File: src/rtl/uart_pkg.sv
// rtl/uart_pkg.sv - shared parity constants, FSM state types and parity helper for the parametrised UART
package uart_pkg;

    localparam int PARITY_NONE = 0;
    localparam int PARITY_ODD  = 1;
    localparam int PARITY_EVEN = 2;

    typedef enum logic [2:0] {
        TX_IDLE,
        TX_START,
        TX_DATA,
        TX_PARITY,
        TX_STOP
    } tx_state_t;

    typedef enum logic [2:0] {
        RX_IDLE,
        RX_START,
        RX_DATA,
        RX_PARITY,
        RX_STOP,
        RX_BREAK
    } rx_state_t;

    // Words narrower than 8 bits are zero-extended by the caller, which leaves the XOR unchanged.
    function automatic logic parity_bit(input logic [7:0] data, input int mode);
        case (mode)
            PARITY_ODD:  return ~^data;
            PARITY_EVEN: return ^data;
            default:     return 1'b0;
        endcase
    endfunction

endpackage

File: src/rtl/uart_rx_frame.sv
// rtl/uart_rx_frame.sv - rx synchroniser and single-word receive FSM with parity/framing checks
module uart_rx_frame
    import uart_pkg::*;
#(
    parameter int CLKS_PER_BIT = 16,
    parameter int DATA_BITS    = 8,
    parameter int PARITY       = 1
) (
    input  logic                 clk,
    input  logic                 rst_n,
    input  logic                 rx,
    output logic [DATA_BITS-1:0] read_data,
    output logic                 read_vld,
    output logic                 parity_err,
    output logic                 frame_err
);

    localparam int TW  = $clog2(CLKS_PER_BIT);
    localparam int BCW = $clog2(DATA_BITS);
    localparam logic [TW-1:0]  T_LAST = TW'(CLKS_PER_BIT - 1);
    localparam logic [TW-1:0]  T_HALF = TW'(CLKS_PER_BIT / 2 - 1);
    localparam logic [BCW-1:0] B_LAST = BCW'(DATA_BITS - 1);

    logic                 rx_meta;
    logic                 rx_sync;
    logic                 rx_prev;
    rx_state_t            state;
    logic [TW-1:0]        timer;
    logic [BCW-1:0]       bit_cnt;
    logic [DATA_BITS-1:0] shreg;
    logic                 par_bit;
    logic                 sample;

    always_ff @(posedge clk or negedge rst_n) begin
        if (!rst_n) begin
            rx_meta <= 1'b1;
            rx_sync <= 1'b1;
            rx_prev <= 1'b1;
        end else begin
            rx_meta <= rx;
            rx_sync <= rx_meta;
            rx_prev <= rx_sync;
        end
    end

    // The start bit is confirmed half a bit after the falling edge; later samples land mid-bit.
    assign sample = (timer == ((state == RX_START) ? T_HALF : T_LAST));

    always_ff @(posedge clk or negedge rst_n) begin
        if (!rst_n) begin
            state      <= RX_IDLE;
            timer      <= '0;
            bit_cnt    <= '0;
            shreg      <= '0;
            par_bit    <= 1'b0;
            read_data  <= '0;
            read_vld   <= 1'b0;
            parity_err <= 1'b0;
            frame_err  <= 1'b0;
        end else begin
            read_vld   <= 1'b0;
            parity_err <= 1'b0;
            frame_err  <= 1'b0;
            case (state)
                RX_IDLE: begin
                    if (rx_prev && !rx_sync) begin
                        state <= RX_START;
                        timer <= '0;
                    end
                end
                RX_BREAK: begin
                    if (rx_sync) state <= RX_IDLE;
                end
                default: begin
                    if (!sample) begin
                        timer <= timer + 1'b1;
                    end else begin
                        timer <= '0;
                        case (state)
                            RX_START: begin
                                state   <= rx_sync ? RX_IDLE : RX_DATA;
                                bit_cnt <= '0;
                            end
                            RX_DATA: begin
                                shreg <= {rx_sync, shreg[DATA_BITS-1:1]};
                                if (bit_cnt == B_LAST)
                                    state <= (PARITY != PARITY_NONE) ? RX_PARITY : RX_STOP;
                                else
                                    bit_cnt <= bit_cnt + 1'b1;
                            end
                            RX_PARITY: begin
                                par_bit <= rx_sync;
                                state   <= RX_STOP;
                            end
                            RX_STOP: begin
                                read_data  <= shreg;
                                read_vld   <= 1'b1;
                                parity_err <= (PARITY != PARITY_NONE) &&
                                              (par_bit != parity_bit(8'(shreg), PARITY));
                                frame_err  <= !rx_sync;
                                state      <= rx_sync ? RX_IDLE : RX_BREAK;
                            end
                            default: state <= RX_IDLE;
                        endcase
                    end
                end
            endcase
        end
    end

endmodule

File: src/rtl/uart_param.sv
// rtl/uart_param.sv - parametrised full-duplex UART: multi-word TX command path plus receive frame decoder
module uart_param
    import uart_pkg::*;
#(
    parameter int CLKS_PER_BIT = 16,
    parameter int DATA_BITS    = 8,
    parameter int NWORDS       = 2,
    parameter int PARITY       = 1,
    parameter int STOP_BITS    = 1
) (
    input  logic                        clk,
    input  logic                        rst_n,
    input  logic [DATA_BITS*NWORDS-1:0] cmd_in,
    input  logic                        cmd_vld,
    output logic                        cmd_rdy,
    output logic                        tx,
    input  logic                        rx,
    output logic [DATA_BITS-1:0]        read_data,
    output logic                        read_vld,
    output logic                        parity_err,
    output logic                        frame_err
);

    if (CLKS_PER_BIT < 4 || (CLKS_PER_BIT % 2) != 0) begin : g_bad_clks
        $error("uart_param: CLKS_PER_BIT must be >= 4 and even");
    end
    if (DATA_BITS < 5 || DATA_BITS > 8) begin : g_bad_data
        $error("uart_param: DATA_BITS must be 5..8");
    end
    if (NWORDS < 1 || NWORDS > 4) begin : g_bad_nwords
        $error("uart_param: NWORDS must be 1..4");
    end
    if (PARITY < 0 || PARITY > 2) begin : g_bad_parity
        $error("uart_param: PARITY must be 0, 1 or 2");
    end
    if (STOP_BITS < 1 || STOP_BITS > 2) begin : g_bad_stop
        $error("uart_param: STOP_BITS must be 1 or 2");
    end

    localparam int TW  = $clog2(CLKS_PER_BIT);
    localparam int BCW = $clog2(DATA_BITS);
    localparam int WCW = (NWORDS > 1) ? $clog2(NWORDS) : 1;
    localparam logic [TW-1:0]  T_LAST = TW'(CLKS_PER_BIT - 1);
    localparam logic [BCW-1:0] B_LAST = BCW'(DATA_BITS - 1);
    localparam logic [WCW-1:0] W_LAST = WCW'(NWORDS - 1);
    localparam logic           S_LAST = 1'(STOP_BITS - 1);

    tx_state_t                   tx_state;
    logic [DATA_BITS*NWORDS-1:0] payload;
    logic [TW-1:0]               timer;
    logic [BCW-1:0]              bit_cnt;
    logic [BCW-1:0]              next_bit;
    logic [WCW-1:0]              word_cnt;
    logic                        stop_cnt;
    logic [DATA_BITS-1:0]        cur_word;

    // Word 0 on the wire is the most significant word of the payload.
    always_comb begin
        cur_word = '0;
        for (int w = 0; w < NWORDS; w++) begin
            if (WCW'(w) == word_cnt)
                cur_word = payload[(NWORDS-1-w)*DATA_BITS +: DATA_BITS];
        end
    end

    assign next_bit = bit_cnt + 1'b1;

    always_ff @(posedge clk or negedge rst_n) begin
        if (!rst_n) begin
            tx_state <= TX_IDLE;
            tx       <= 1'b1;
            cmd_rdy  <= 1'b1;
            payload  <= '0;
            timer    <= '0;
            bit_cnt  <= '0;
            word_cnt <= '0;
            stop_cnt <= 1'b0;
        end else if (tx_state == TX_IDLE) begin
            if (cmd_vld && cmd_rdy) begin
                payload  <= cmd_in;
                cmd_rdy  <= 1'b0;
                tx       <= 1'b0;
                timer    <= '0;
                word_cnt <= '0;
                tx_state <= TX_START;
            end
        end else if (timer != T_LAST) begin
            timer <= timer + 1'b1;
        end else begin
            timer <= '0;
            case (tx_state)
                TX_START: begin
                    tx_state <= TX_DATA;
                    bit_cnt  <= '0;
                    tx       <= cur_word[0];
                end
                TX_DATA: begin
                    if (bit_cnt != B_LAST) begin
                        bit_cnt <= next_bit;
                        tx      <= cur_word[next_bit];
                    end else if (PARITY != PARITY_NONE) begin
                        tx_state <= TX_PARITY;
                        tx       <= parity_bit(8'(cur_word), PARITY);
                    end else begin
                        tx_state <= TX_STOP;
                        tx       <= 1'b1;
                        stop_cnt <= 1'b0;
                    end
                end
                TX_PARITY: begin
                    tx_state <= TX_STOP;
                    tx       <= 1'b1;
                    stop_cnt <= 1'b0;
                end
                TX_STOP: begin
                    if (stop_cnt != S_LAST) begin
                        stop_cnt <= 1'b1;
                    end else if (word_cnt == W_LAST) begin
                        tx_state <= TX_IDLE;
                        cmd_rdy  <= 1'b1;
                        tx       <= 1'b1;
                    end else begin
                        word_cnt <= word_cnt + 1'b1;
                        tx_state <= TX_START;
                        tx       <= 1'b0;
                    end
                end
                default: begin
                    tx_state <= TX_IDLE;
                    cmd_rdy  <= 1'b1;
                    tx       <= 1'b1;
                end
            endcase
        end
    end

    uart_rx_frame #(
        .CLKS_PER_BIT (CLKS_PER_BIT),
        .DATA_BITS    (DATA_BITS),
        .PARITY       (PARITY)
    ) u_rx (
        .clk        (clk),
        .rst_n      (rst_n),
        .rx         (rx),
        .read_data  (read_data),
        .read_vld   (read_vld),
        .parity_err (parity_err),
        .frame_err  (frame_err)
    );

endmodule

File: config.mk
export PLATFORM = sky130hd
export DESIGN_NAME = uart_param
export DESIGN_NICKNAME = d
export VERILOG_FILES = /design/src/rtl/uart_pkg.sv /design/src/rtl/uart_rx_frame.sv /design/src/rtl/uart_param.sv
export SDC_FILE = /design/constraint.sdc
export NUM_CORES = 1
export LEC_CHECK = 0
export CAP_MARGIN = 20
export CELL_PAD_IN_SITES_DETAIL_PLACEMENT = 1
export CELL_PAD_IN_SITES_GLOBAL_PLACEMENT = 1
export CORE_MARGIN = 1
export CORE_UTILIZATION = 40
export DETAILED_ROUTE_END_ITERATION = 10
export HOLD_SLACK_MARGIN = 0.1
export PLACE_DENSITY = 0.72
export SYNTH_ARGS = -nofsm -noshare
export SYNTH_HDL_FRONTEND = slang
export SYNTH_SLANG_ARGS = --single-unit
File: constraint.sdc
create_clock -name clk -period 2.39 [get_ports clk]
set_clock_uncertainty 0.1 [all_clocks]
set_input_delay 0.478 -clock clk [delete_from_list [all_inputs] [get_ports clk]]
set_output_delay 0.478 -clock clk [all_outputs]
set_load 0.01 [all_outputs]
==> impl_metrics.tcl, run 1 <==
set metrics [dict create \
    status "complete, no violations" \
    synth_async_sr_flop_share_pct 100 \
    synthesis.nets 305 \
    synth_top_area_share_pct 45.3 \
    clock-sinks 63 \
    power_density_nw_per_um2 750 \
    pwr-share-clk_pct 38.6 \
    setup_tns_ns 0 \
    combPwrFrac_pct 20.6 \
    clock_latency_ns 0.34 \
    fmax_ghz 0.476 \
    min_period_ns 2.10 \
    synth.most_common_cell "dfrtp_1" \
    die_y_um 91.5 \
    fill_cells 827 \
    wirelength_mm 6.77 \
    required_ns 2.52 \
    dr.pass1.iters 4 \
    grt_pass1_wl_mm 12.1 \
    synthTopCellsByArea "dfrtp_1 (45%), mux2_2 (12%), dfstp_2 (4.1%)" \
    ys.flop_type "dfrtp_1" \
    clock_path_buffers 2 \
    antenna_found_initial 0 \
    min_from "u_rx.rx_meta$_DFF_PN1_" \
    post_dp_cell_area_um2 3690 \
    h-tree-depth 3 \
    path_clk_slew_ns 0.08 \
    ant_nets 0 \
    rrSetupSlack_ns 0.29 \
    maxSlewHeadroom_pct 67.2 \
    syn_area_um2 3200 \
    power_mw 2.96 \
    wl_per_cell_um 15.8 \
    num_vias 2281 \
    cts_tree "built" \
    core_um2 7730 \
    final-max-slew-violation-count 0 \
    ctsResizeCount 0 \
    min_path_cells 0 \
    drv_cap 0 \
    antenna_cells 0 \
    hold_end "u_rx.rx_sync$_DFF_PN1_" \
    yosysTopAreaCell "dfrtp_1" \
    ios 33 \
    route.detailed.drc 0 \
    synth_seq_cells 63 \
    layout.nets 348 \
    grt_util_all_layers_pct 18.6 \
    finalHoldViolations 0 \
    cts_hold_buf 1 \
    syn_area_per_cell_um2 11.5 \
    vias_per_cell 5.32 \
    synth_edf_count 0 \
    first_global_vias 2465 \
    worst_pin_slew_ns 0.489 \
    crit_path_end_kind "register" \
    die_area_um2 8370 \
    arrival_ns 2.23 \
    cts_root_buf "clkbuf_8" \
    yosysUniqueCellTypes 50 \
    crit_fanout 8 \
    yosys-top-cells-count "dfrtp_1 (58), mux2_2 (35), o21ai_0 (22)" \
    r2r.worst_path.cells 6 \
    leakage_nw 1.82 \
    seqPwrFrac_pct 40.8 \
    cts_inserted_buffers 9 \
    p_switching_mw 0.852 \
    post-cts-setup-buffers 0 \
    timing.rr.end "u_rx.read_data[1]$_DFFE_PN0P_" \
    drive_above_1_share_pct 23.2 \
    intPower_mw 2.11 \
    ys_warn_count 0 \
    chipWidth_um 91.5 \
    syn_inst 279 \
    synth-seq-area-share_pct 49.4 \
    area_growth_pct 23.4 \
    fin_area_um2 3950 \
    timing.rr.start "u_rx.state[1]$_DFFE_PN0P_" \
    ir_worst_vdd_mv 0.316 \
    holdWs_ns 0.261 \
    global_route.overflow_total 0 \
    routabilityCongestion 0.736 \
    rows 32 \
    p_sw_share_pct 28.8 \
    dp_hpwl_mm 4.70 \
    worst-setup-path-type "register to register" \
    start_util_pct 41.4 \
    cp-start-kind "register" \
    grt_max_degree 46 \
    hold_path_class "register to register" \
    rsz0062_at_grt "no" \
    setup_violations 0 \
    dr.first_iter.drc_count 62 \
    finalCritPeriodShare_pct 87.9 \
    io_buffer_count 32 \
]
==> cells in the final DEF (no fill, tap or decap), types with 3 or more instances in the layout <==
| master | count |
|---|---|
| mux2_2 | 35 |
| dfstp_2 | 5 |
| a22o_1 | 4 |
| mux2i_1 | 8 |
| nand2_1 | 18 |
| o21ai_0 | 22 |
| a31oi_1 | 3 |
| nand2b_1 | 6 |
| a21oi_1 | 10 |
| nor2b_1 | 3 |
| nand3_1 | 6 |
| clkbuf_8 | 9 |
| ha_1 | 6 |
| xnor2_1 | 13 |
| dfrtp_1 | 58 |
| clkdlybuf4s50_1 | 31 |
| inv_1 | 7 |
| a32oi_1 | 4 |
| bufinv_16 | 3 |
| nor2_1 | 10 |
| clkinv_4 | 3 |
| buf_4 | 10 |
| xor2_1 | 7 |
| and2_1 | 5 |
==> registers in the layout, summed over array words and instances (netlist names), 3 cells and up <==
register,count
u_rx.timer,4
bit_cnt,3
tx_state,3
payload,16
u_rx.shreg,8
u_rx.read_data,8
u_rx.bit_cnt,3
u_rx.state,3
timer,4
==> cell type report <==
| class | instances | area, um2 | share of cell area [%] |
|---|---|---|---|
| sequential | 63 | 1580 | 40.1 |
| multi-input combinational | 196 | 1530 | 38.7 |
| timing repair buffer | 45 | 440 | 11.1 |
| tap | 102 | 128 | 3.23 |
| clock buffer | 9 | 124 | 3.14 |
| clock inverter | 7 | 121 | 3.07 |
| inverter | 7 | 26.3 | 0.665 |
==> power groups by stage <==
| stage | Sequential (mW) | Combinational (mW) | Clock [mW] |
|---|---|---|---|
| finish | 1.21 | 0.610 | 1.14 |
| global route | 1.22 | 0.676 | 1.21 |
| CTS | 1.21 | 0.611 | 1.18 |
| detailed placement | 1.23 | 0.608 | 0 |
| global placement | 1.22 | 0.584 | 0 |
| floorplan | 1.21 | 0.448 | 0 |
==> worst max-delay path, cell delays in order, from the launching register on <==
cell and delay (ns):
dfrtp_1 0.39, nor3b_2 0.20, xnor2_1 0.17, or2_1 0.36, nor3_4 0.23, buf_4 0.20, mux2_2 0.34
==> how the worst max path moves through the flow <==
stage / end / from / depth (start not counted)
finish: u_rx.read_data[1]$_DFFE_PN0P_ / u_rx.state[1]$_DFFE_PN0P_ / 6
global route: u_rx.read_data[1]$_DFFE_PN0P_ / u_rx.state[1]$_DFFE_PN0P_ / 6
CTS: u_rx.read_data[1]$_DFFE_PN0P_ / u_rx.state[1]$_DFFE_PN0P_ / 6
detailed placement: u_rx.read_data[1]$_DFFE_PN0P_ / u_rx.state[1]$_DFFE_PN0P_ / 6
global placement: payload[4]$_DFFE_PN0P_ / cmd_vld / 5
floorplan: u_rx.read_data[0]$_DFFE_PN0P_ / u_rx.state[2]$_DFFE_PN0P_ / 7
==> per-layer routing <==
metal | global-route usage, % | share of wire [%] | up-vias
met1 | 24.9 | 50 | 1148
met4 | 7.94 | 1.6 | 0
met2 | 28.8 | 46 | 30
met3 | 4.19 | 2.9 | 9
li1 | - | - | 1094
met5 | 0 | 0 | -
==> through the flow <==
step	utilization, %	setup WS, ns	instances
after floorplan	-	0.299	279
after global placement	47.8	0.325	412
after detailed placement	47.8	0.279	412
after CTS	51.1	0.266	429
after global routing	51.1	0.132	429
final	51.1	0.289	429
==> kinds of logic (layout without fill, tap and decap cells) <==
family / count (synthesis) / after routing / synth area share, %
adder cells (fa/ha/maj): 6 / 6 / 2.34
AO/OA/AOI/OAI: 59 / 59 / 11.9
flip-flops: 63 / 63 / 49.4
multiplexers: 46 / 46 / 16.6
buffers and inverters: 20 / 68 / 2.85
XOR/XNOR: 20 / 20 / 5.47
AND/OR/NAND/NOR: 65 / 65 / 11.5
(Power assumes the default switching activity.)
==> run 2: changes to the inputs <==
--- a/config.mk
+++ b/config.mk
@@ -5,6 +5,7 @@
 export SDC_FILE = /design/constraint.sdc
 export NUM_CORES = 1
 export LEC_CHECK = 0
+export ABC_AREA = 1
 export CAP_MARGIN = 20
 export CELL_PAD_IN_SITES_DETAIL_PLACEMENT = 1
 export CELL_PAD_IN_SITES_GLOBAL_PLACEMENT = 1
@@ -12,7 +13,7 @@
 export CORE_UTILIZATION = 40
 export DETAILED_ROUTE_END_ITERATION = 10
 export HOLD_SLACK_MARGIN = 0.1
-export PLACE_DENSITY = 0.72
+export PLACE_DENSITY = 0.77
 export SYNTH_ARGS = -nofsm -noshare
 export SYNTH_HDL_FRONTEND = slang
 export SYNTH_SLANG_ARGS = --single-unit
==> constraint.sdc (replaced) <==
create_clock -name clk -period 2.3 [get_ports clk]
set_clock_uncertainty 0.1 [all_clocks]
set_input_delay 0.46 -clock clk [delete_from_list [all_inputs] [get_ports clk]]
set_output_delay 0.46 -clock clk [all_outputs]
set_load 0.01 [all_outputs]
==> impl_metrics.tcl, run 2 <==
set metrics [dict create \
    dp_hpwl_mm 5.71 \
    synth_async_sr_flop_share_pct 100 \
    synth_top_area_share_pct 45.5 \
    finalHoldViolations 0 \
    status "complete, no violations" \
    top_regs "payload: 16 flops, u_rx.read_data: 8 flops, u_rx.shreg: 8 flops" \
    layout.nets 465 \
    largest_reg_flops 16 \
    ys_warn_count 0 \
    worst_pin_slew_ns 0.455 \
    rows 32 \
    rrSetupSlack_ns 0.37 \
    yosysUniqueCellTypes 35 \
    synth_seq_cells 63 \
    core_um2 7730 \
    synthesis.nets 423 \
    power_density_nw_per_um2 1160 \
    clock_latency_ns 0.35 \
    cts_root_buf "clkbuf_8" \
    crit_start "tx$_DFFE_PN1P_" \
    maxSlewHeadroom_pct 69.4 \
    timing.rr.start "word_cnt$_DFFE_PN0P_" \
    ys.flop_type "dfrtp_1" \
    io_buffer_count 32 \
    crit_end "tx" \
    arrival_ns 1.43 \
    synth-seq-area-share_pct 49.6 \
    chipWidth_um 91.3 \
    die_y_um 91.3 \
    grt_pass1_wl_mm 13.6 \
    wirelength_mm 7.75 \
    ir_worst_vdd_mv 0.438 \
    cts_inserted_buffers 9 \
    synth.most_common_cell "nand2_1" \
    synth_edf_count 0 \
    yosysTopAreaCell "dfrtp_1" \
    global_route.overflow_total 0 \
    path_clk_slew_ns 0.08 \
    post-cts-setup-buffers 0 \
    route.detailed.drc 0 \
    dr.pass1.iters 4 \
    worst-setup-path-type "register to output port" \
    grtUsageMet2_pct 37.1 \
    regMostFlops "payload" \
    worst-path-buf-inv 1 \
    crit_path_end_kind "output port" \
    synthTopCellsByArea "dfrtp_1 (45%), nand2_1 (16%), o21ai_0 (6.6%)" \
    first_global_vias 2975 \
    clock_path_buffers 2 \
    critPathTopFamily "flip-flops" \
    max_stage_delay_ns 0.55 \
    setup_tns_ns 0 \
    min_period_ns 1.99 \
    grtUsageMet1_pct 24.9 \
    vias_per_cell 5.01 \
    rsz0062_at_grt "no" \
    h-tree-depth 3 \
    ant_nets 0 \
    drive_above_1_share_pct 9.23 \
    final_common_cell "nand2_1" \
    grt_max_degree 35 \
    ios 33 \
    yosys-top-cells-count "nand2_1 (132), dfrtp_1 (58), inv_1 (52)" \
    cp_cell_sequence "clkdlybuf4s50_1" \
    syn_inst 397 \
    r2r.worst_path.cells 15 \
    ctsResizeCount 0 \
    num_vias 2734 \
    antenna_found_initial 0 \
    cp-start-kind "register" \
    dr.first_iter.drc_count 67 \
    leakage_nw 1.86 \
    holdWs_ns 0.262 \
    timing.rr.end "tx$_DFFE_PN1P_" \
    syn_area_um2 3190 \
    grt_util_all_layers_pct 21.0 \
    crit_slowest_cell "dfstp_2" \
    hold_path_class "register to register" \
    cp.depth 1 \
    start_util_pct 41.3 \
    use_met3_pct 5.70 \
    clock-sinks 63 \
    syn_area_per_cell_um2 8.04 \
    cts_tree "built" \
    die_area_um2 8340 \
    routabilityCongestion 0.764 \
    final-max-slew-violation-count 0 \
    final_cell_mix "nand2_1 (132), dfrtp_1 (58), inv_1 (52)" \
    setup_violations 0 \
    wl_per_cell_um 14.2 \
    area_growth_pct 20.7 \
    crit_fanout 2 \
    drv_cap 0 \
    required_ns 1.74 \
    busiest_layer "met2" \
    fill_cells 936 \
    finalCritPeriodShare_pct 86.6 \
    fmax_ghz 0.502 \
    antenna_cells 0 \
]
run 2: cell types whose count changed after synthesis, moves of 4 or more:
cell      change
nor2_1       +16
xnor2_1       -8
mux2i_1       -8
and2_1        -5
clkbuf_1      -8
a32oi_1       -4
nand3_1      +11
mux2_2       -34
nand2_1     +114
o21ai_0      +20
nand2b_1      -6
inv_1        +45
run 2: logic make-up (layout without fill, tap and decap cells):
group,Yosys count,in the layout,synth area share (%)
DFF,63,63,49.6
adders and majority gates,6,6,2.35
buffers and inverters,61,108,7.99
AOI/OAI and AO/OA,72,72,13.3
muxes,1,1,0.353
xor gates and xnor gates,10,10,2.74
and+or+nand+nor,184,184,23.7
run 2: layout make-up:
class | count | area (um2) | area share [%]
flip-flops and latches | 63 | 1580 | 41.1
clock buffers | 9 | 124 | 3.21
well taps | 102 | 128 | 3.31
repair buffers | 39 | 383 | 9.94
inverters | 53 | 199 | 5.16
clock inverters | 7 | 80.1 | 2.08
multi-input cells | 273 | 1360 | 35.2
run 2: stage by stage:
| step | instances | worst slack [ns] | utilization, % | area, um2 | total power [mW] |
|---|---|---|---|---|---|
| final | 546 | 0.307 | 49.9 | 3850 | 4.47 |
| after global routing | 546 | 0.0912 | 49.9 | 3850 | 4.88 |
| after CTS | 546 | 0.288 | 49.9 | 3850 | 4.51 |
| after detailed placement | 529 | 0.330 | 47.1 | 3640 | 3.46 |
| after global placement | 529 | 0.359 | 47.1 | 3640 | 3.36 |
| after floorplan | 397 | 0.628 | - | 3190 | 2.95 |
run 2: how the worst min path moves through the flow:
stage	from	endpoint	slack, ns	depth (start not counted)
after floorplan	rst_n	bit_cnt[0]$_DFFE_PN0P_	0.06	0
after global placement	u_rx.rx_meta$_DFF_PN1_	u_rx.rx_sync$_DFF_PN1_	0.25	0
after detailed placement	u_rx.rx_meta$_DFF_PN1_	u_rx.rx_sync$_DFF_PN1_	0.25	0
after CTS	u_rx.rx_meta$_DFF_PN1_	u_rx.rx_sync$_DFF_PN1_	0.26	0
after global routing	u_rx.rx_meta$_DFF_PN1_	u_rx.rx_sync$_DFF_PN1_	0.27	0
final	u_rx.rx_meta$_DFF_PN1_	u_rx.rx_sync$_DFF_PN1_	0.26	0
run 2: timing repair:
action	CTS	global route
hold buffers	1	0
hold endpoints to repair	16	0
setup endpoints to repair	0	0
run 2: report_power, final:
group          total (mW)  switching, mW  internal (mW)  leakage, nW
registers            1.67          0.246           1.42        0.808
clock network        1.02          0.505          0.511       0.0964
logic                1.78           1.14          0.641        0.956
run 2: metal layers:
| metal | up-vias | wire length (um) |
|---|---|---|
| met5 | - | 0 |
| met4 | 0 | 78 |
| met3 | 11 | 206 |
| met2 | 32 | 4000 |
| met1 | 1337 | 3470 |
| li1 | 1354 | - |
